--- config.mk ---
export PLATFORM = sky130hd
export DESIGN_NAME = rs232_rxd_cfg_flat
export DESIGN_NICKNAME = d
export VERILOG_FILES = /design/src/rtl/rs232_pkg.sv /design/src/rtl/rs232_rxd_cfg_if.sv /design/src/rtl/rs232_sample_tick.sv /design/src/rtl/rs232_rxd_cfg.sv /design/src/flat_wrapper.sv
export SDC_FILE = /design/constraint.sdc
export NUM_CORES = 1
export LEC_CHECK = 0
export CORE_ASPECT_RATIO = 1.2
export CORE_UTILIZATION = 52
export CTS_CLUSTER_SIZE = 20
export DETAILED_ROUTE_END_ITERATION = 8
export GPL_TIMING_DRIVEN = 0
export HOLD_SLACK_MARGIN = 0.15
export PLACE_DENSITY = 0.75
export SYNTH_ARGS = -nofsm -noshare
export SYNTH_HDL_FRONTEND = slang
export SYNTH_SLANG_ARGS = --single-unit
export TNS_END_PERCENT = 50
--- constraint.sdc ---
create_clock -name Clock -period 2 [get_ports Clock]
set_clock_uncertainty 0.15 [all_clocks]
set_input_delay 0.3 -clock Clock [delete_from_list [all_inputs] [get_ports Clock]]
set_output_delay 0.3 -clock Clock [all_outputs]
set_load 0.05 [all_outputs]
--- src/rtl/rs232_pkg.sv ---
// Shared types and helpers for the configurable RS232 receiver.
// Holds the parity modes, FSM states, status bit positions and the parameter legality check.
package rs232_pkg;

   typedef enum logic [1:0] {
      PAR_NONE = 2'd0,
      PAR_ODD  = 2'd1,
      PAR_EVEN = 2'd2
   } parity_e;

   typedef enum logic [2:0] {
      ST_IDLE   = 3'd0,
      ST_START  = 3'd1,
      ST_DATA   = 3'd2,
      ST_PARITY = 3'd3,
      ST_STOP   = 3'd4
   } rx_state_e;

   // Positions inside the 3-bit status word {Break,FrameErr,ParityErr}
   localparam int ERR_W      = 3;
   localparam int ERR_PARITY = 0;
   localparam int ERR_FRAME  = 1;
   localparam int ERR_BREAK  = 2;

   function automatic bit cfg_legal(input int data_bits, input int parity, input int stop_bits,
                                    input int oversample, input int clk_div);
      return (data_bits >= 5) && (data_bits <= 8) &&
             (parity >= 0) && (parity <= 2) &&
             ((stop_bits == 1) || (stop_bits == 2)) &&
             (oversample >= 8) && (oversample <= 32) && ((oversample % 2) == 0) &&
             (clk_div >= 1);
   endfunction

   function automatic logic maj3(input logic a, input logic b, input logic c);
      return (a & b) | (a & c) | (b & c);
   endfunction

endpackage

--- src/rtl/rs232_rxd_cfg_if.sv ---
// Receiver-side signal bundle: serial input plus the host-facing frame FIFO handshake.
// Handshake: RxValid means the FIFO head (RxData/RxErr) is valid and held stable until taken;
// the head is popped on the rising edge where RxValid and RxReady are both 1.
interface rs232_rxd_cfg_if #(
   parameter int DATA_BITS = 8
);
   logic                 Rxd;
   logic [DATA_BITS-1:0] RxData;
   logic                 RxValid;
   logic                 RxReady;
   logic [2:0]           RxErr;
   logic                 Overrun;
   logic                 Busy;

   modport slave (
      input  Rxd,
      input  RxReady,
      output RxData,
      output RxValid,
      output RxErr,
      output Overrun,
      output Busy
   );

   modport master (
      output Rxd,
      output RxReady,
      input  RxData,
      input  RxValid,
      input  RxErr,
      input  Overrun,
      input  Busy
   );
endinterface

--- src/rtl/rs232_sample_tick.sv ---
// Sample-tick generator: CLK_DIV prescaler feeding an OVERSAMPLE tick counter per bit.
// restart_i realigns tick 0 to the current cycle so sampling is centred on the detected edge.
module rs232_sample_tick #(
   parameter int OVERSAMPLE = 16,
   parameter int CLK_DIV    = 4
) (
   input  logic Clock,
   input  logic ResetN,
   input  logic restart_i,
   output logic sample_o,
   output logic commit_o,
   output logic bit_end_o
);

   localparam int DIV_W = (CLK_DIV > 1) ? $clog2(CLK_DIV) : 1;
   localparam int TW    = $clog2(OVERSAMPLE);
   localparam int MID   = OVERSAMPLE / 2;

   logic [DIV_W-1:0] div_q;
   logic [TW-1:0]    tick_q;
   logic             tick;

   assign tick      = (div_q == DIV_W'(CLK_DIV - 1));
   assign sample_o  = tick && ((tick_q == TW'(MID - 1)) || (tick_q == TW'(MID)) ||
                               (tick_q == TW'(MID + 1)));
   assign commit_o  = tick && (tick_q == TW'(MID + 1));
   assign bit_end_o = tick && (tick_q == TW'(OVERSAMPLE - 1));

   always_ff @(posedge Clock or negedge ResetN) begin
      if (!ResetN) begin
         div_q  <= '0;
         tick_q <= '0;
      end else if (restart_i) begin
         div_q  <= '0;
         tick_q <= '0;
      end else if (tick) begin
         div_q  <= '0;
         tick_q <= (tick_q == TW'(OVERSAMPLE - 1)) ? '0 : tick_q + TW'(1);
      end else begin
         div_q  <= div_q + DIV_W'(1);
      end
   end

endmodule

--- src/rtl/rs232_rxd_cfg.sv ---
// Oversampling RS232 receiver with majority voting, parity/framing/break detection and a
// 2-entry first-word-fallthrough frame FIFO towards the host.
module rs232_rxd_cfg
   import rs232_pkg::*;
#(
   parameter int DATA_BITS  = 8,
   parameter int PARITY     = 0,
   parameter int STOP_BITS  = 1,
   parameter int OVERSAMPLE = 16,
   parameter int CLK_DIV    = 4
) (
   input  logic           Clock,
   input  logic           ResetN,
   rs232_rxd_cfg_if.slave rx,
   output rx_state_e      dbg_state_o
);

   localparam int      BCW      = (DATA_BITS > 1) ? $clog2(DATA_BITS) : 1;
   localparam int      HW       = $clog2(CLK_DIV + 1);
   localparam int      EW       = ERR_W + DATA_BITS;
   localparam parity_e PAR_MODE = parity_e'(PARITY);

   generate
      if (!cfg_legal(DATA_BITS, PARITY, STOP_BITS, OVERSAMPLE, CLK_DIV)) begin : g_cfg_check
         $error("rs232_rxd_cfg: illegal parameter combination");
      end
   endgenerate

   // Input synchroniser; prev_q gives the 1->0 edge on the synchronised line
   logic sync1_q, sync2_q, prev_q;
   logic fall, restart;

   always_ff @(posedge Clock or negedge ResetN) begin
      if (!ResetN) begin
         sync1_q <= 1'b1;
         sync2_q <= 1'b1;
         prev_q  <= 1'b1;
      end else begin
         sync1_q <= rx.Rxd;
         sync2_q <= sync1_q;
         prev_q  <= sync2_q;
      end
   end

   rx_state_e state_q;
   logic      sample, commit, bit_end;

   assign fall    = prev_q & ~sync2_q;
   assign restart = (state_q == ST_IDLE) && fall;

   rs232_sample_tick #(
      .OVERSAMPLE(OVERSAMPLE),
      .CLK_DIV   (CLK_DIV)
   ) u_tick (
      .Clock    (Clock),
      .ResetN   (ResetN),
      .restart_i(restart),
      .sample_o (sample),
      .commit_o (commit),
      .bit_end_o(bit_end)
   );

   // samp_a_q/samp_b_q hold ticks M-1 and M; the live synchronised bit is tick M+1
   logic samp_a_q, samp_b_q, vote;

   always_ff @(posedge Clock or negedge ResetN) begin
      if (!ResetN) begin
         samp_a_q <= 1'b1;
         samp_b_q <= 1'b1;
      end else if (sample) begin
         samp_a_q <= samp_b_q;
         samp_b_q <= sync2_q;
      end
   end

   assign vote = maj3(samp_a_q, samp_b_q, sync2_q);

   logic [BCW-1:0]       bit_cnt_q;
   logic [DATA_BITS-1:0] data_q;
   logic                 par_bit_q;
   logic                 stop_cnt_q;
   logic                 frame_err_q;
   logic                 first_stop_q;
   logic                 brk_wait_q;
   logic [HW-1:0]        hi_cnt_q;

   logic             last_stop, first_stop, par_exp, push;
   logic [ERR_W-1:0] err_d;

   always_comb begin
      last_stop  = (STOP_BITS == 1) || stop_cnt_q;
      first_stop = (stop_cnt_q == 1'b0) ? vote : first_stop_q;
      par_exp    = (PAR_MODE == PAR_ODD) ? ~(^data_q) : ^data_q;
      err_d              = '0;
      err_d[ERR_PARITY]  = (PAR_MODE != PAR_NONE) && (par_bit_q != par_exp);
      err_d[ERR_FRAME]   = frame_err_q | ~vote;
      err_d[ERR_BREAK]   = (data_q == '0) && ((PAR_MODE == PAR_NONE) || !par_bit_q) && !first_stop;
      push = (state_q == ST_STOP) && !brk_wait_q && commit && last_stop;
   end

   always_ff @(posedge Clock or negedge ResetN) begin
      if (!ResetN) begin
         state_q      <= ST_IDLE;
         bit_cnt_q    <= '0;
         data_q       <= '0;
         par_bit_q    <= 1'b0;
         stop_cnt_q   <= 1'b0;
         frame_err_q  <= 1'b0;
         first_stop_q <= 1'b1;
         brk_wait_q   <= 1'b0;
         hi_cnt_q     <= '0;
      end else begin
         case (state_q)
            ST_IDLE: begin
               if (fall) begin
                  state_q     <= ST_START;
                  frame_err_q <= 1'b0;
                  brk_wait_q  <= 1'b0;
               end
            end
            ST_START: begin
               if (commit && vote) begin
                  state_q <= ST_IDLE;
               end else if (bit_end) begin
                  state_q   <= ST_DATA;
                  bit_cnt_q <= '0;
               end
            end
            ST_DATA: begin
               if (commit) data_q <= {vote, data_q[DATA_BITS-1:1]};
               if (bit_end) begin
                  if (bit_cnt_q == BCW'(DATA_BITS - 1)) begin
                     state_q    <= (PAR_MODE != PAR_NONE) ? ST_PARITY : ST_STOP;
                     stop_cnt_q <= 1'b0;
                  end else begin
                     bit_cnt_q <= bit_cnt_q + BCW'(1);
                  end
               end
            end
            ST_PARITY: begin
               if (commit) par_bit_q <= vote;
               if (bit_end) begin
                  state_q    <= ST_STOP;
                  stop_cnt_q <= 1'b0;
               end
            end
            ST_STOP: begin
               if (brk_wait_q) begin
                  // Leave a break only after the line has been high for one whole tick
                  if (!sync2_q) begin
                     hi_cnt_q <= '0;
                  end else if (hi_cnt_q == HW'(CLK_DIV - 1)) begin
                     state_q    <= ST_IDLE;
                     brk_wait_q <= 1'b0;
                  end else begin
                     hi_cnt_q <= hi_cnt_q + HW'(1);
                  end
               end else if (commit) begin
                  if (stop_cnt_q == 1'b0) first_stop_q <= vote;
                  if (!vote) frame_err_q <= 1'b1;
                  if (last_stop) begin
                     if (err_d[ERR_BREAK]) begin
                        brk_wait_q <= 1'b1;
                        hi_cnt_q   <= '0;
                     end else begin
                        state_q <= ST_IDLE;
                     end
                  end
               end else if (bit_end && !last_stop) begin
                  stop_cnt_q <= 1'b1;
               end
            end
            default: state_q <= ST_IDLE;
         endcase
      end
   end

   logic [EW-1:0] mem_q [2];
   logic          wr_ptr_q, rd_ptr_q;
   logic [1:0]    cnt_q;
   logic          overrun_q;
   logic          valid, full, pop, do_push;
   logic [EW-1:0] head;

   assign valid   = (cnt_q != 2'd0);
   assign full    = (cnt_q == 2'd2);
   assign pop     = valid && rx.RxReady;
   // A pop in the same cycle frees the slot, so a push into a full FIFO still lands
   assign do_push = push && (!full || pop);
   assign head    = mem_q[rd_ptr_q];

   always_ff @(posedge Clock or negedge ResetN) begin
      if (!ResetN) begin
         mem_q[0]  <= '0;
         mem_q[1]  <= '0;
         wr_ptr_q  <= 1'b0;
         rd_ptr_q  <= 1'b0;
         cnt_q     <= 2'd0;
         overrun_q <= 1'b0;
      end else begin
         overrun_q <= push && !do_push;
         if (do_push) begin
            mem_q[wr_ptr_q] <= {err_d, data_q};
            wr_ptr_q        <= ~wr_ptr_q;
         end
         if (pop) rd_ptr_q <= ~rd_ptr_q;
         cnt_q <= cnt_q + 2'(do_push) - 2'(pop);
      end
   end

   assign rx.RxValid  = valid;
   assign rx.RxData   = valid ? head[DATA_BITS-1:0] : '0;
   assign rx.RxErr    = valid ? head[EW-1:DATA_BITS] : '0;
   assign rx.Overrun  = overrun_q;
   assign rx.Busy     = (state_q != ST_IDLE);
   assign dbg_state_o = state_q;

endmodule

--- src/flat_wrapper.sv ---
// flat-port wrapper written by rule: the top's interface ports become plain ports
module rs232_rxd_cfg_flat import rs232_pkg::*;
#(
   parameter int DATA_BITS  = 8,
   parameter int PARITY     = 0,
   parameter int STOP_BITS  = 1,
   parameter int OVERSAMPLE = 16,
   parameter int CLK_DIV    = 4
)
  (Clock, ResetN, dbg_state_o, rx_Rxd, rx_RxReady, rx_RxData, rx_RxValid, rx_RxErr, rx_Overrun, rx_Busy);
  rs232_rxd_cfg_if #(.DATA_BITS(DATA_BITS)) rx_i ();
  input  logic Clock;
  input  logic ResetN;
  output rx_state_e dbg_state_o;
  input wire logic [$bits(rx_i.Rxd)-1:0] rx_Rxd;
  input wire logic [$bits(rx_i.RxReady)-1:0] rx_RxReady;
  output wire logic [$bits(rx_i.RxData)-1:0] rx_RxData;
  output wire logic [$bits(rx_i.RxValid)-1:0] rx_RxValid;
  output wire logic [$bits(rx_i.RxErr)-1:0] rx_RxErr;
  output wire logic [$bits(rx_i.Overrun)-1:0] rx_Overrun;
  output wire logic [$bits(rx_i.Busy)-1:0] rx_Busy;
  assign rx_i.Rxd = rx_Rxd;
  assign rx_i.RxReady = rx_RxReady;
  assign rx_RxData = rx_i.RxData;
  assign rx_RxValid = rx_i.RxValid;
  assign rx_RxErr = rx_i.RxErr;
  assign rx_Overrun = rx_i.Overrun;
  assign rx_Busy = rx_i.Busy;
  rs232_rxd_cfg #(.DATA_BITS(DATA_BITS), .PARITY(PARITY), .STOP_BITS(STOP_BITS), .OVERSAMPLE(OVERSAMPLE), .CLK_DIV(CLK_DIV)) u_core (.Clock(Clock), .ResetN(ResetN), .rx(rx_i), .dbg_state_o(dbg_state_o));
endmodule
## Word-level counts from Yosys, hierarchy flattened

Index checks and enable logic that the tools add are counted.
W data, S select, Z words.

- Output and inout port bits: 17
- Input port bits: 4
- Word-level logic and storage cells: 160
- Flip-flop bits (word level): 59

- Add/subtract/negate cells: 6
- Equality and inequality tests: 28
- Reduce and logical (&&, ||, !) cells: 37
- Bitwise operators: 14
- Magnitude comparators: 3
- Muxes and demuxes: 51

Operator list:

| kind | count |
|---|---|
| $mux W3 | 21 |
| $mux W11 | 4 |
| $bwmux W22 | 1 |
| $pmux W3 S5 | 1 |
| $reduce_bool A2 Y1 | 7 |
| $mux W1 | 13 |
| $eq A4 B4 Y1 const B | 3 |
| $logic_and A1 B1 Y1 | 12 |
| $mux W4 | 3 |
| $ne A2 B1 Y1 const B | 6 |
| $demux W11 S1 | 1 |
| $reduce_and A5 Y1 | 2 |
| $eq A3 B2 Y1 const B | 3 |
| $reduce_and A9 Y1 | 1 |
| $logic_not A8 Y1 | 1 |
| $mux W8 | 1 |
| $ne A2 B2 Y1 const B | 4 |
| $reduce_and A4 Y1 | 2 |
| $add A3 B1 Y3 const B | 2 |
| $eq A3 B3 Y1 const B | 2 |
| $ne A3 B1 Y1 const B | 2 |
| $ne A3 B2 Y1 const B | 2 |
| $ne A3 B3 Y1 const B | 2 |
| $pmux W1 S2 | 3 |
| 21 further kinds | 40 |

## Logic depth before layout (Yosys ltp)

Gate-level depths: netlist of the first run.

- Depth in word-level cells: 10
- Gate-level depth with buffers: 8
- Mapped depth without buffers: 8

## By module

A second synthesis of the first run with hierarchy kept.

- Cell total of the unflattened synthesis: 216
- Area total of the unflattened synthesis: 2690.1 um^2

By module, submodules not included:

| module | cells each | seq. area each (um^2) | area an instance (um^2) | instances |
|---|---|---|---|---|
| rs232_rxd_cfg | 181 | 1232.4 | 2347.3 | 1 |
| rs232_sample_tick | 35 | 150.1 | 342.8 | 1 |

## Worst setup path after synthesis of the first run

No wires, ideal clock.

- Kind: flip-flop to flip-flop
- Start: register u_core.state_q[2] (netlist: u_core.dbg_state_o[2])
- End: register u_core.state_q[1] (netlist: u_core.dbg_state_o[1])
- Buffers on the path: 0
- Library setup time: 0.125 ns
- Data arrival time: 2.094 ns
- Path slack: -0.369 ns
- Cell stages (with the launch flop): 5
- Required time: 1.725 ns
- Path through: dfrtp_1 -> or3_1 -> o221a_2 -> nand3_1 -> mux2_2

- Longest elaborated chain between the ends: 3
- Elaborated cells between the ends (all ways): 16
- Classes of those cells: eq/ne (13); mux (1); reduce/logical (2)

Ends and longest elaborated chain:

| item | RTL line | RTL |
|---|---|---|
| from (decl) | rs232_rxd_cfg.sv:45 | `rx_state_e state_q;` |
| from (signal assigned) | rs232_rxd_cfg.sv:133 | `state_q <= (PAR_MODE != PAR_NONE) ? ST_PARITY : ST_STOP;` |
| $eq A3 B3 Y1, or another cell as far along | rs232_rxd_cfg.sv:113 | `case (state_q)` |
| $ne A3 B2 Y1 (no source line), or another cell as far along | - |  |
| $reduce_and A9 Y1 (no source line) | - |  |

Several ways; a longest one is shown, not always the timed one.
A chain may end at the register's enable or synchronous reset.

## Worst setup path in the final report of the first run

- Start: register u_core.u_tick.tick_q[1]
- End: register u_core.mem_q[14] (netlist name)

- Longest elaborated chain between the ends: 4

Ends and longest elaborated chain:

| item | RTL line | RTL |
|---|---|---|
| from (decl) | rs232_sample_tick.sv:20 | `logic [TW-1:0] tick_q;` |
| from (signal assigned) | rs232_sample_tick.sv:38 | `tick_q <= (tick_q == TW'(OVERSAMPLE - 1)) ? '0 : tick_q + TW'(1);` |
| $eq A4 B4 Y1 | rs232_sample_tick.sv:26 | `assign commit_o = tick && (tick_q == TW'(MID + 1));` |
| $logic_and A1 B1 Y1 | rs232_sample_tick.sv:26 |  |
| $logic_and A1 B1 Y1 | rs232_rxd_cfg.sv:98 | `push = (state_q == ST_STOP) && !brk_wait_q && commit && last_stop;` |
| $logic_and A1 B1 Y1 | rs232_rxd_cfg.sv:189 | `assign do_push = push && (!full \|\| pop);` |
| named net u_core.do_push | rs232_rxd_cfg.sv:182 | `logic valid, full, pop, do_push;` |
| to (signal, indexed assignment) | rs232_rxd_cfg.sv:203 | `mem_q[wr_ptr_q] <= {err_d, data_q};` |
| to (decl) | rs232_rxd_cfg.sv:178 | `logic [EW-1:0] mem_q [2];` |

The timed path passes the listed nets, and every way through them passes these cells.

==> impl_metrics.json, run 1 <==
{
  "yosysSeqAreaShare": 0.523,
  "grt_pass1_wl_mm": 7.78,
  "drt_iter0_drc": 63,
  "slew_headroom": 0.647,
  "status": "complete, but fails checks",
  "fp.dieArea_um2": 5380,
  "cts_tree": "done",
  "rsz0062_at_grt": "true",
  "synth_mux_area_frac": 0.198,
  "path_max_fanout": 5,
  "htreeDepth": 2,
  "die_h_um": 80.1,
  "min_to": "u_core.sync2_q",
  "ff2ff_setup_slack_ns": -0.03,
  "syn_to_final_growth_pct": 23.7,
  "ys_seq_elements": 55,
  "synth_edf_count": 0,
  "overflow": 0,
  "vias": 1725,
  "setup_ws_ns": -0.0331,
  "fin_cells": 324,
  "synth-main-ff-cell": "dfrtp_1",
  "antenna_left": 0,
  "cap_violations": 0,
  "drive_gt1_frac": 0.428,
  "boundaryPins": 21,
  "cpPeakStageDelay_ns": 0.40,
  "yosys.area_share.adder": 0.0516,
  "ys_warn_count": 0,
  "gp_congestion": 0.766,
  "period_needed_ns": 2.03,
  "tightestPinTransition_ns": 0.527,
  "antenna_cells": 0,
  "fin_nets": 277,
  "grt_pass1_vias": 1669,
  "place_area_um2": 2970,
  "cts-buffers-inserted": 5,
  "path_clk_slew_ns": 0.10,
  "period_share": 1.02,
  "fmax_mhz": 492,
  "syn-num-nets": 234,
  "cts_buffer_depth": 2,
  "cellPowerDensity_nw_per_um2": 986,
  "synth_top_family_by_area": "multiplexers",
  "clock_latency_ns": 0.31,
  "ys_types": 43,
  "fin_area_um2": 3270,
  "drc": 0,
  "wl_per_cell_um": 14.8,
  "async_reset_ff_frac": 1.00,
  "reg2reg_from": "u_core.u_tick.tick_q[1]",
  "die_x_um": 67.1,
  "hold_viol_final": 0,
  "synthCells": 220,
  "core_area_um2": 4900,
  "dp.cells": 300,
  "post-place-ws_ns": -0.574,
  "vias_per_cell": 5.32,
  "path_cells": "inv_2 > ha_4 > and4b_1 > nand2_2 > a21oi_4 > and2b_2 > buf_6 > mux2_4",
  "grt_max_degree": 41,
  "worst_path_max_delay_cell": "dfrtp_1",
  "yosys-top-cells-area": "dfrtp_1 (47%), mux2_2 (14%), dfstp_2 (5.0%)",
  "max-vdd-ir-drop_mv": 0.872,
  "synth_compound_area_frac": 0.0435,
  "rows": 28,
  "start_util": 0.539,
  "finalWirelength_mm": 4.79,
  "worst_setup_path_start_kind": "flop",
  "min_from": "u_core.sync1_q",
  "hp-class": "flop to flop",
  "worstPathRequired_ns": 2.05,
  "path_class": "flop to flop",
  "drv_slew": 0,
  "syn_area_um2": 2650,
  "p_leak_nw": 1.61,
  "worstPathArrival_ns": 2.08,
  "setup_violations": 11,
  "antenna_found_initial": 0,
  "track_usage": 0.196,
  "root_buffer": "clkbuf_8",
  "avgSynthCellArea_um2": 12.0,
  "holdWs_ns": 0.211,
  "r2r_end": "u_core.mem_q[14]",
  "path_delay_family": "simple AND/OR/NAND/NOR gates",
  "whs_path_depth": 0,
  "synth_top_area_share": 0.473,
  "crit_path_end_kind": "flop",
  "first_pass_iters": 4,
  "io_buffers": 19,
  "crit_buf_inv": 2,
  "reg2reg_depth": 8,
  "synth_xor_area_frac": 0.0166,
  "violations": "setup timing",
  "hpwl_mm": 3.05,
  "yosysTopAreaCell": "dfrtp_1",
  "clkSinkCount": 55,
  "yosys.area_share.simple": 0.141
}
worst max path at each step:
stage / startpoint / to / slack (ns) / cells after the start
floorplan: u_core.rd_ptr_q / rx_RxData[7] / -0.04 / 3
global placement: ResetN / u_core.dbg_state_o[0] / -1.42 / 1
detailed placement: u_core.rd_ptr_q / rx_RxData[7] / -0.57 / 4
CTS: u_core.u_tick.div_q[0] / u_core.cnt_q[1] / -0.09 / 10
global route: u_core.u_tick.tick_q[1] / u_core.hi_cnt_q[1] / -0.11 / 9
finish: u_core.u_tick.tick_q[1] / u_core.mem_q[14] / -0.03 / 8
repair_timing:
action	in CTS	in global routing
endpoints found under the hold margin	50	0
gates resized for setup	87	14
endpoints found under the setup margin	40	28
hold buffers	1	0
gates cloned	1	0
pin swaps	5	7
buffers inserted	10	5
power by group:
part | leakage (nW) | internal [mW] | switching, mW | total [mW]
Combinational | 0.839 | 0.518 | 0.652 | 1.17
Clock | 0.0474 | 0.283 | 0.363 | 0.646
Sequential | 0.724 | 1.25 | 0.159 | 1.41
Total | 1.61 | 2.05 | 1.17 | 3.22
final cells by class:
| type | instances | area, um2 |
|---|---|---|
| clock inverters | 2 | 16.3 |
| inverters | 9 | 33.8 |
| flip-flops and latches | 55 | 1390 |
| clock buffers | 6 | 82.6 |
| multi-input cells | 151 | 1360 |
| plain buffers | 4 | 40.0 |
| well taps | 60 | 75.1 |
| repair buffers | 37 | 283 |
| fillers | 384 | 1630 |
sequential cells by signal, summed over array words and instances (netlist names), 2 cells and up:
| signal | flops |
|---|---|
| u_core.bit_cnt_q | 3 |
| u_core.hi_cnt_q | 3 |
| u_core.dbg_state_o | 3 |
| u_core.u_tick.tick_q | 4 |
| u_core.u_tick.div_q | 2 |
| u_core.cnt_q | 2 |
| u_core.mem_q | 20 |
| u_core.data_q | 8 |
logic make-up (layout without fill, tap and decap cells):
logic type / count (synthesis) / in the layout
and+or+nand+nor: 71 / 71
DFF: 55 / 55
muxes: 48 / 48
AOI/OAI and AO/OA: 15 / 15
buffers and inverters: 14 / 58
adders and majority gates: 11 / 11
xor gates and xnor gates: 5 / 5
other: 1 / 1
stage by stage:
| stage | power [mW] | setup TNS (ns) | utilization |
|---|---|---|---|
| CTS | 3.20 | -1.47 | 0.654 |
| floorplan | 2.18 | -0.512 | - |
| finish | 3.22 | -0.304 | 0.667 |
| global route | 3.43 | -1.31 | 0.667 |
| global placement | 2.43 | -72.17 | 0.603 |
| detailed placement | 2.45 | -8.78 | 0.606 |
layout by cell type, fill, tap and decap left out, drive strengths merged:
cell / synthesis / layout
a21o: 1 / 1
a21oi: 3 / 3
and2: 2 / 2
and2b: 2 / 2
and3b: 1 / 1
and4: 1 / 1
and4b: 1 / 1
and4bb: 1 / 1
buf: 4 / 32
clkbuf: 1 / 8
clkdlybuf4s50: 0 / 3
clkinv: 0 / 1
clkinvlp: 0 / 1
conb: 1 / 1
dfrtp: 50 / 50
dfstp: 5 / 5
dlygate4sd2: 0 / 3
dlygate4sd3: 0 / 1
ha: 10 / 10
inv: 9 / 9
maj3: 1 / 1
mux2: 35 / 35
mux2i: 13 / 13
nand2: 17 / 17
nand2b: 3 / 3
nand3: 3 / 3
nand4: 2 / 2
nor2: 27 / 27
nor2b: 4 / 4
nor3: 1 / 1
nor3b: 1 / 1
nor4: 2 / 2
nor4b: 1 / 1
o21ai: 9 / 9
o221a: 1 / 1
o31ai: 1 / 1
or3: 1 / 1
or4: 1 / 1
xnor2: 2 / 2
xor2: 3 / 3
cell usage after synthesis (all sizes together), types with 3 or more instances:
master,count
buf,4
mux2i,13
nor2b,4
nor2,27
a21oi,3
xor2,3
dfrtp,50
inv,9
o21ai,9
mux2,35
nand3,3
nand2b,3
nand2,17
ha,10
dfstp,5
per-layer routing:
metal | vias to the layer above | track usage | wire, um
li1 | 841 | - | -
met5 | - | 0 | 0
met3 | 6 | 0.0426 | 91
met1 | 864 | 0.251 | 2120
met4 | 0 | 0.0638 | 64
met2 | 14 | 0.325 | 2520
Power figures use the tool's default switching activity.
==> inputs of run 2 (changes only) <==
ABC_AREA = 1   (was not set)
==> impl_metrics.json, run 2 <==
{
  "status": "complete, no violations",
  "max-vdd-ir-drop_mv": 0.596,
  "path_class": "flop to output pin",
  "syn-num-nets": 338,
  "syn_to_final_growth_pct": 14.9,
  "path_clk_slew_ns": 0.10,
  "vias_per_cell": 5.11,
  "layout_commonest_cell": "nand2_1",
  "timing.setup.tns_ns": 0,
  "root_buffer": "clkbuf_8",
  "hpwl_mm": 3.79,
  "p_leak_nw": 1.59,
  "fin_nets": 368,
  "grt_max_degree": 38,
  "first_pass_iters": 4,
  "synth-main-ff-cell": "dfrtp_1",
  "async_reset_ff_frac": 1.00,
  "synth.most_common_cell": "nand2_1",
  "drt_iter0_drc": 97,
  "antenna_left": 0,
  "hp-class": "flop to flop",
  "crit_path_end_kind": "output pin",
  "synthCells": 324,
  "worstPathRequired_ns": 1.55,
  "gp_congestion": 0.846,
  "drive_gt1_frac": 0.186,
  "rsz0062_at_grt": "true",
  "largest_reg_flops": 20,
  "regMostFlops": "u_core.mem_q",
  "io_buffers": 19,
  "p_sw_mw": 1.80,
  "p_clk_frac": 0.149,
  "die_x_um": 67.8,
  "cts_tree": "done",
  "cts-buffers-inserted": 5,
  "path_max_fanout": 6,
  "core_area_um2": 4970,
  "antenna_cells": 0,
  "boundaryPins": 21,
  "yosys.area_share.simple": 0.225,
  "avgSynthCellArea_um2": 8.34,
  "ys_warn_count": 0,
  "drc": 0,
  "place_area_um2": 3020,
  "track_usage": 0.221,
  "synth_edf_count": 0,
  "syn_area_um2": 2700,
  "final_util": 0.624,
  "path_cells": "nor2_1 > nand2_1 > dlygate4sd2_1",
  "total_power_mw": 3.98,
  "synth_mux_area_frac": 0.00741,
  "antenna_found_initial": 0,
  "overflow": 0,
  "fp.dieArea_um2": 5490,
  "clock_latency_ns": 0.30,
  "synth_compound_area_frac": 0.105,
  "top_regs": "u_core.mem_q x20, u_core.data_q x8, u_core.u_tick.tick_q x4",
  "vias": 2119,
  "fmax_mhz": 520,
  "synth_top_area_share": 0.463,
  "worst_setup_path_start_kind": "flop",
  "period_share": 0.962,
  "htreeDepth": 2,
  "worstPathArrival_ns": 1.47,
  "setup_violations": 0,
  "period_needed_ns": 1.92,
  "rows": 28,
  "path_delay_family": "buffers and inverters",
  "worst_path_max_delay_cell": "dlygate4sd2_1",
  "ys_types": 32,
  "finalWirelength_mm": 5.18,
  "synth_xor_area_frac": 0.0130,
  "slew_headroom": 0.665,
  "grt_pass1_vias": 2026,
  "start_util": 0.543,
  "internal_power_mw": 2.17,
  "holdWs_ns": 0.210,
  "drv_slew": 0,
  "seqPwrFrac": 0.359,
  "p_comb_frac": 0.492,
  "yosysSeqAreaShare": 0.512,
  "synth_top_family_by_area": "simple AND/OR/NAND/NOR gates",
  "final_cell_mix": "nand2_1 (86), dfrtp_1 (50), inv_1 (44)",
  "cpPeakStageDelay_ns": 0.54,
  "yosys.area_share.adder": 0.0463,
  "synth_commonest_cells": "nand2_1 (86), dfrtp_1 (50), inv_1 (44)",
  "hold_viol_final": 0,
  "grt_pass1_wl_mm": 9.15,
  "crit_buf_inv": 1,
  "ff2ff_setup_slack_ns": 0.14,
  "yosysTopAreaCell": "dfrtp_1",
  "cellPowerDensity_nw_per_um2": 1280,
  "tightestPinTransition_ns": 0.501,
  "die_h_um": 81.0,
  "cap_violations": 0,
  "fin_area_um2": 3110,
  "yosys-top-cells-area": "dfrtp_1 (46%), nand2_1 (12%), inv_1 (6.1%)",
  "clkSinkCount": 55,
  "switching_share": 0.454,
  "cts_buffer_depth": 2,
  "ys_seq_elements": 55,
  "wl_per_cell_um": 12.5
}
[run 2: changes by cell type in the layout (fill, tap and decap cells not counted), sizes merged, moves of 12 or more]
| cell | delta |
|---|---|
| inv | +40 |
| buf | -12 |
| o21ai | +24 |
| a21oi | +14 |
| nand2 | +73 |
| mux2 | -35 |
[run 2: stage by stage]
stage / cells / setup slack, ns
after global placement: 403 / -1.18
after CTS: 413 / -0.0656
after floorplan: 324 / -0.0439
final: 415 / 0.0760
after detailed placement: 404 / -0.346
after global routing: 415 / -0.00741
[run 2: cell type report]
class	instances	area (um2)
fillers	467	1870
flip-flops and latches	55	1380
multi-input cells	210	1110
repair buffers	23	200
inverters	50	189
well taps	60	75.1
clock buffers	5	68.8
plain buffers	9	61.3
clock inverters	3	15.0
[run 2: final timing paths]
kind,from,to,cells past startpoint
min in group asynchronous,ResetN,u_core.rd_ptr_q,2
max in group asynchronous,ResetN,u_core.samp_a_q,3
max,u_core.dbg_state_o[1],rx_Busy,3
min reg2reg,u_core.sync1_q,u_core.sync2_q,0
min,u_core.sync1_q,u_core.sync2_q,0
max reg2reg,u_core.u_tick.tick_q[1],u_core.mem_q[14],10
[run 2: worst register-to-register path, delay by kind of cell (launching register included)]
family                   cells  cell delay [ns]
adder cells (fa/ha/maj)      1             0.22
buffers and inverters        3             0.32
flip-flops                   1             0.40
AND/OR/NAND/NOR              6             0.67
[run 2: cell families after synthesis]
family | count (synthesis)
flip-flops | 55
multiplexers | 2
adder cells (fa/ha/maj) | 10
AND/OR/NAND/NOR | 139
other | 1
XOR/XNOR | 4
AO/OA/AOI/OAI | 54
buffers and inverters | 59
[run 2: repair_timing]
| action | CTS | global route |
|---|---|---|
| resized for setup | 62 | 12 |
| hold buffers | 1 | 0 |
| cloned | 0 | 0 |
| setup endpoints to repair | 14 | 17 |
| hold endpoints to repair | 18 | 0 |
| setup buffers | 0 | 2 |
[run 2: routing by layer]
metal  global-route usage  up-vias  part of all wire
met5                    0        -                 0
met4               0.0667        0             0.012
met3               0.0337        5             0.030
met2                0.378       33              0.50
met1                0.284      998              0.46
li1                     -     1083                 -
[run 2: power by group through the flow]
stage          combinational (mW)  sequential (mW)  clock (mW)
2_1_floorplan                1.43             1.46           0
3_3_place_gp                 1.92             1.44           0
3_5_place_dp                 1.98             1.45           0
4_1_cts                      1.93             1.43       0.611
5_1_grt                      2.14             1.45       0.667
6_report                     1.96             1.43       0.594
==> inputs of run 3 (changes only) <==
CORE_UTILIZATION = 55   (was 52)
PLACE_DENSITY = 0.76   (was 0.75)
clock period = 2.4 ns   (was 2 ns; I/O delays follow)
==> impl_metrics.json, run 3 (synthesis results as in run 2) <==
{
  "path_class": "flop to output pin",
  "boundaryPins": 21,
  "p_clk_frac": 0.207,
  "worst_path_max_delay_cell": "clkdlybuf4s50_1",
  "drv_slew": 0,
  "path_cells": "nor2_1 > nand2_1 > clkdlybuf4s50_1",
  "clock_latency_ns": 0.31,
  "p_leak_nw": 1.57,
  "grt_util_met2": 0.408,
  "first_pass_iters": 4,
  "vias_per_cell": 5.11,
  "clkSinkCount": 55,
  "cellPowerDensity_nw_per_um2": 1100,
  "track_usage": 0.230,
  "holdWs_ns": 0.211,
  "rows": 27,
  "path_max_fanout": 5,
  "antenna_left": 0,
  "fill_cells": 417,
  "grt_pass1_wl_mm": 9.14,
  "p_comb_frac": 0.450,
  "start_util": 0.580,
  "finalWirelength_mm": 5.09,
  "top_regs": "u_core.mem_q x20, u_core.data_q x8, u_core.u_tick.tick_q x4",
  "cts_tree": "done",
  "seqPwrFrac": 0.343,
  "cpPeakStageDelay_ns": 0.80,
  "root_buffer": "clkbuf_8",
  "hp-class": "flop to flop",
  "drt_iter0_drc": 132,
  "globalRouteMet3Util": 0.0431,
  "io_buffers": 19,
  "cap_violations": 0,
  "rsz0062_at_grt": "false",
  "period_share": 0.948,
  "ff2ff_setup_slack_ns": 0.55,
  "htreeDepth": 2,
  "internal_power_mw": 1.99,
  "tightestPinTransition_ns": 0.558,
  "setup_ws_ns": 0.125,
  "die_x_um": 66.0,
  "total_power_mw": 3.47,
  "worstPathRequired_ns": 1.89,
  "largest_reg_flops": 20,
  "max-vdd-ir-drop_mv": 0.630,
  "p_sw_mw": 1.48,
  "core_area_um2": 4660,
  "period_needed_ns": 2.28,
  "regMostFlops": "u_core.mem_q",
  "final_util": 0.676,
  "fin_nets": 366,
  "drive_gt1_frac": 0.153,
  "post-place-ws_ns": -0.0809,
  "top_usage_layer": "met2",
  "fp.dieArea_um2": 5200,
  "cts_buffer_depth": 2,
  "overflow": 0,
  "path_clk_slew_ns": 0.09,
  "grt_use_met1": 0.280,
  "layout_commonest_cell": "nand2_1",
  "final_cell_mix": "nand2_1 (86), dfrtp_1 (50), inv_1 (44)",
  "crit_path_end_kind": "output pin",
  "slew_headroom": 0.628,
  "cts-buffers-inserted": 5,
  "fin_cells": 411,
  "hpwl_mm": 3.68,
  "vias": 2101,
  "hold_viol_final": 0,
  "drc": 0,
  "grt_pass1_vias": 2035,
  "status": "complete, no violations",
  "grt_max_degree": 36,
  "gp_congestion": 0.813,
  "syn_to_final_growth_pct": 16.6,
  "antenna_found_initial": 0,
  "dp.cells": 402,
  "antenna_cells": 0,
  "wl_per_cell_um": 12.4,
  "fmax_mhz": 439,
  "setup_violations": 0,
  "worst_setup_path_start_kind": "flop",
  "worstPathArrival_ns": 1.77,
  "switching_share": 0.426,
  "die_h_um": 78.8
}
run 3: cell types whose count changed in the layout (fill, tap and decap cells not counted), moves of 2 or more:
cell             before  now
buf_4                14    3
clkdlybuf4s15_2       0    9
a21oi_1               7   13
a21oi_2              10    4
clkdlybuf4s50_1       3    7
clkinv_2              4    1
bufinv_16             0    2
clkbuf_1              0    2
clkbuf_2              4    2
run 3: metal layers:
metal / vias to the layer above / wire length (um)
li1: 1072 / -
met1: 993 / 2270
met2: 31 / 2610
met3: 5 / 156
met4: 0 / 49
met5: - / 0
run 3: worst max-delay path, delay by kind of cell, from the launching register on:
family | cells | cell delay [ns]
buffers and inverters | 1 | 0.80
flip-flops | 1 | 0.48
AND/OR/NAND/NOR | 2 | 0.18
run 3: final cells by class:
class                   instances  area, um2  share of cell area
clock buffers                   5       68.8              0.0218
repair buffers                 21        224              0.0711
inverters                      50        189              0.0599
plain buffers                   9       56.3              0.0179
flip-flops and latches         55       1380               0.439
clock inverters                 3       67.6              0.0214
well taps                      58       72.6              0.0230
multi-input cells             210       1090               0.346
run 3: power by group through the flow:
stage | Clock (mW) | Sequential [mW] | Combinational [mW]
finish | 0.719 | 1.19 | 1.56
global route | 0.774 | 1.22 | 1.72
CTS | 0.731 | 1.19 | 1.57
detailed placement | 0 | 1.21 | 1.60
global placement | 0 | 1.20 | 1.57
floorplan | 0 | 1.21 | 1.16
run 3: repair_timing:
action	4_1_cts	5_1_grt
hold endpoints to repair	15	0
setup endpoints to repair	11	9
buffers inserted	0	0
hold buffers	1	0
resized for setup	29	2
run 3: through the flow:
step | instance area [um2] | setup TNS (ns)
6_report | 3150 | 0
3_3_place_gp | 2980 | -42.25
3_5_place_dp | 3000 | -0.453
5_1_grt | 3150 | 0
2_1_floorplan | 2720 | -0.699
4_1_cts | 3150 | -0.00501
run 3: worst paths after layout:
kind	startpoint	to	cells after the start
setup / recovery	u_core.dbg_state_o[0]	rx_Busy	3
hold / removal	u_core.sync1_q	u_core.sync2_q	0
setup reg to reg	u_core.u_tick.tick_q[1]	u_core.mem_q[15]	10
hold reg to reg	u_core.sync1_q	u_core.sync2_q	0
max in group asynchronous	ResetN	u_core.u_tick.tick_q[2]	3
min in group asynchronous	ResetN	u_core.mem_q[4]	2
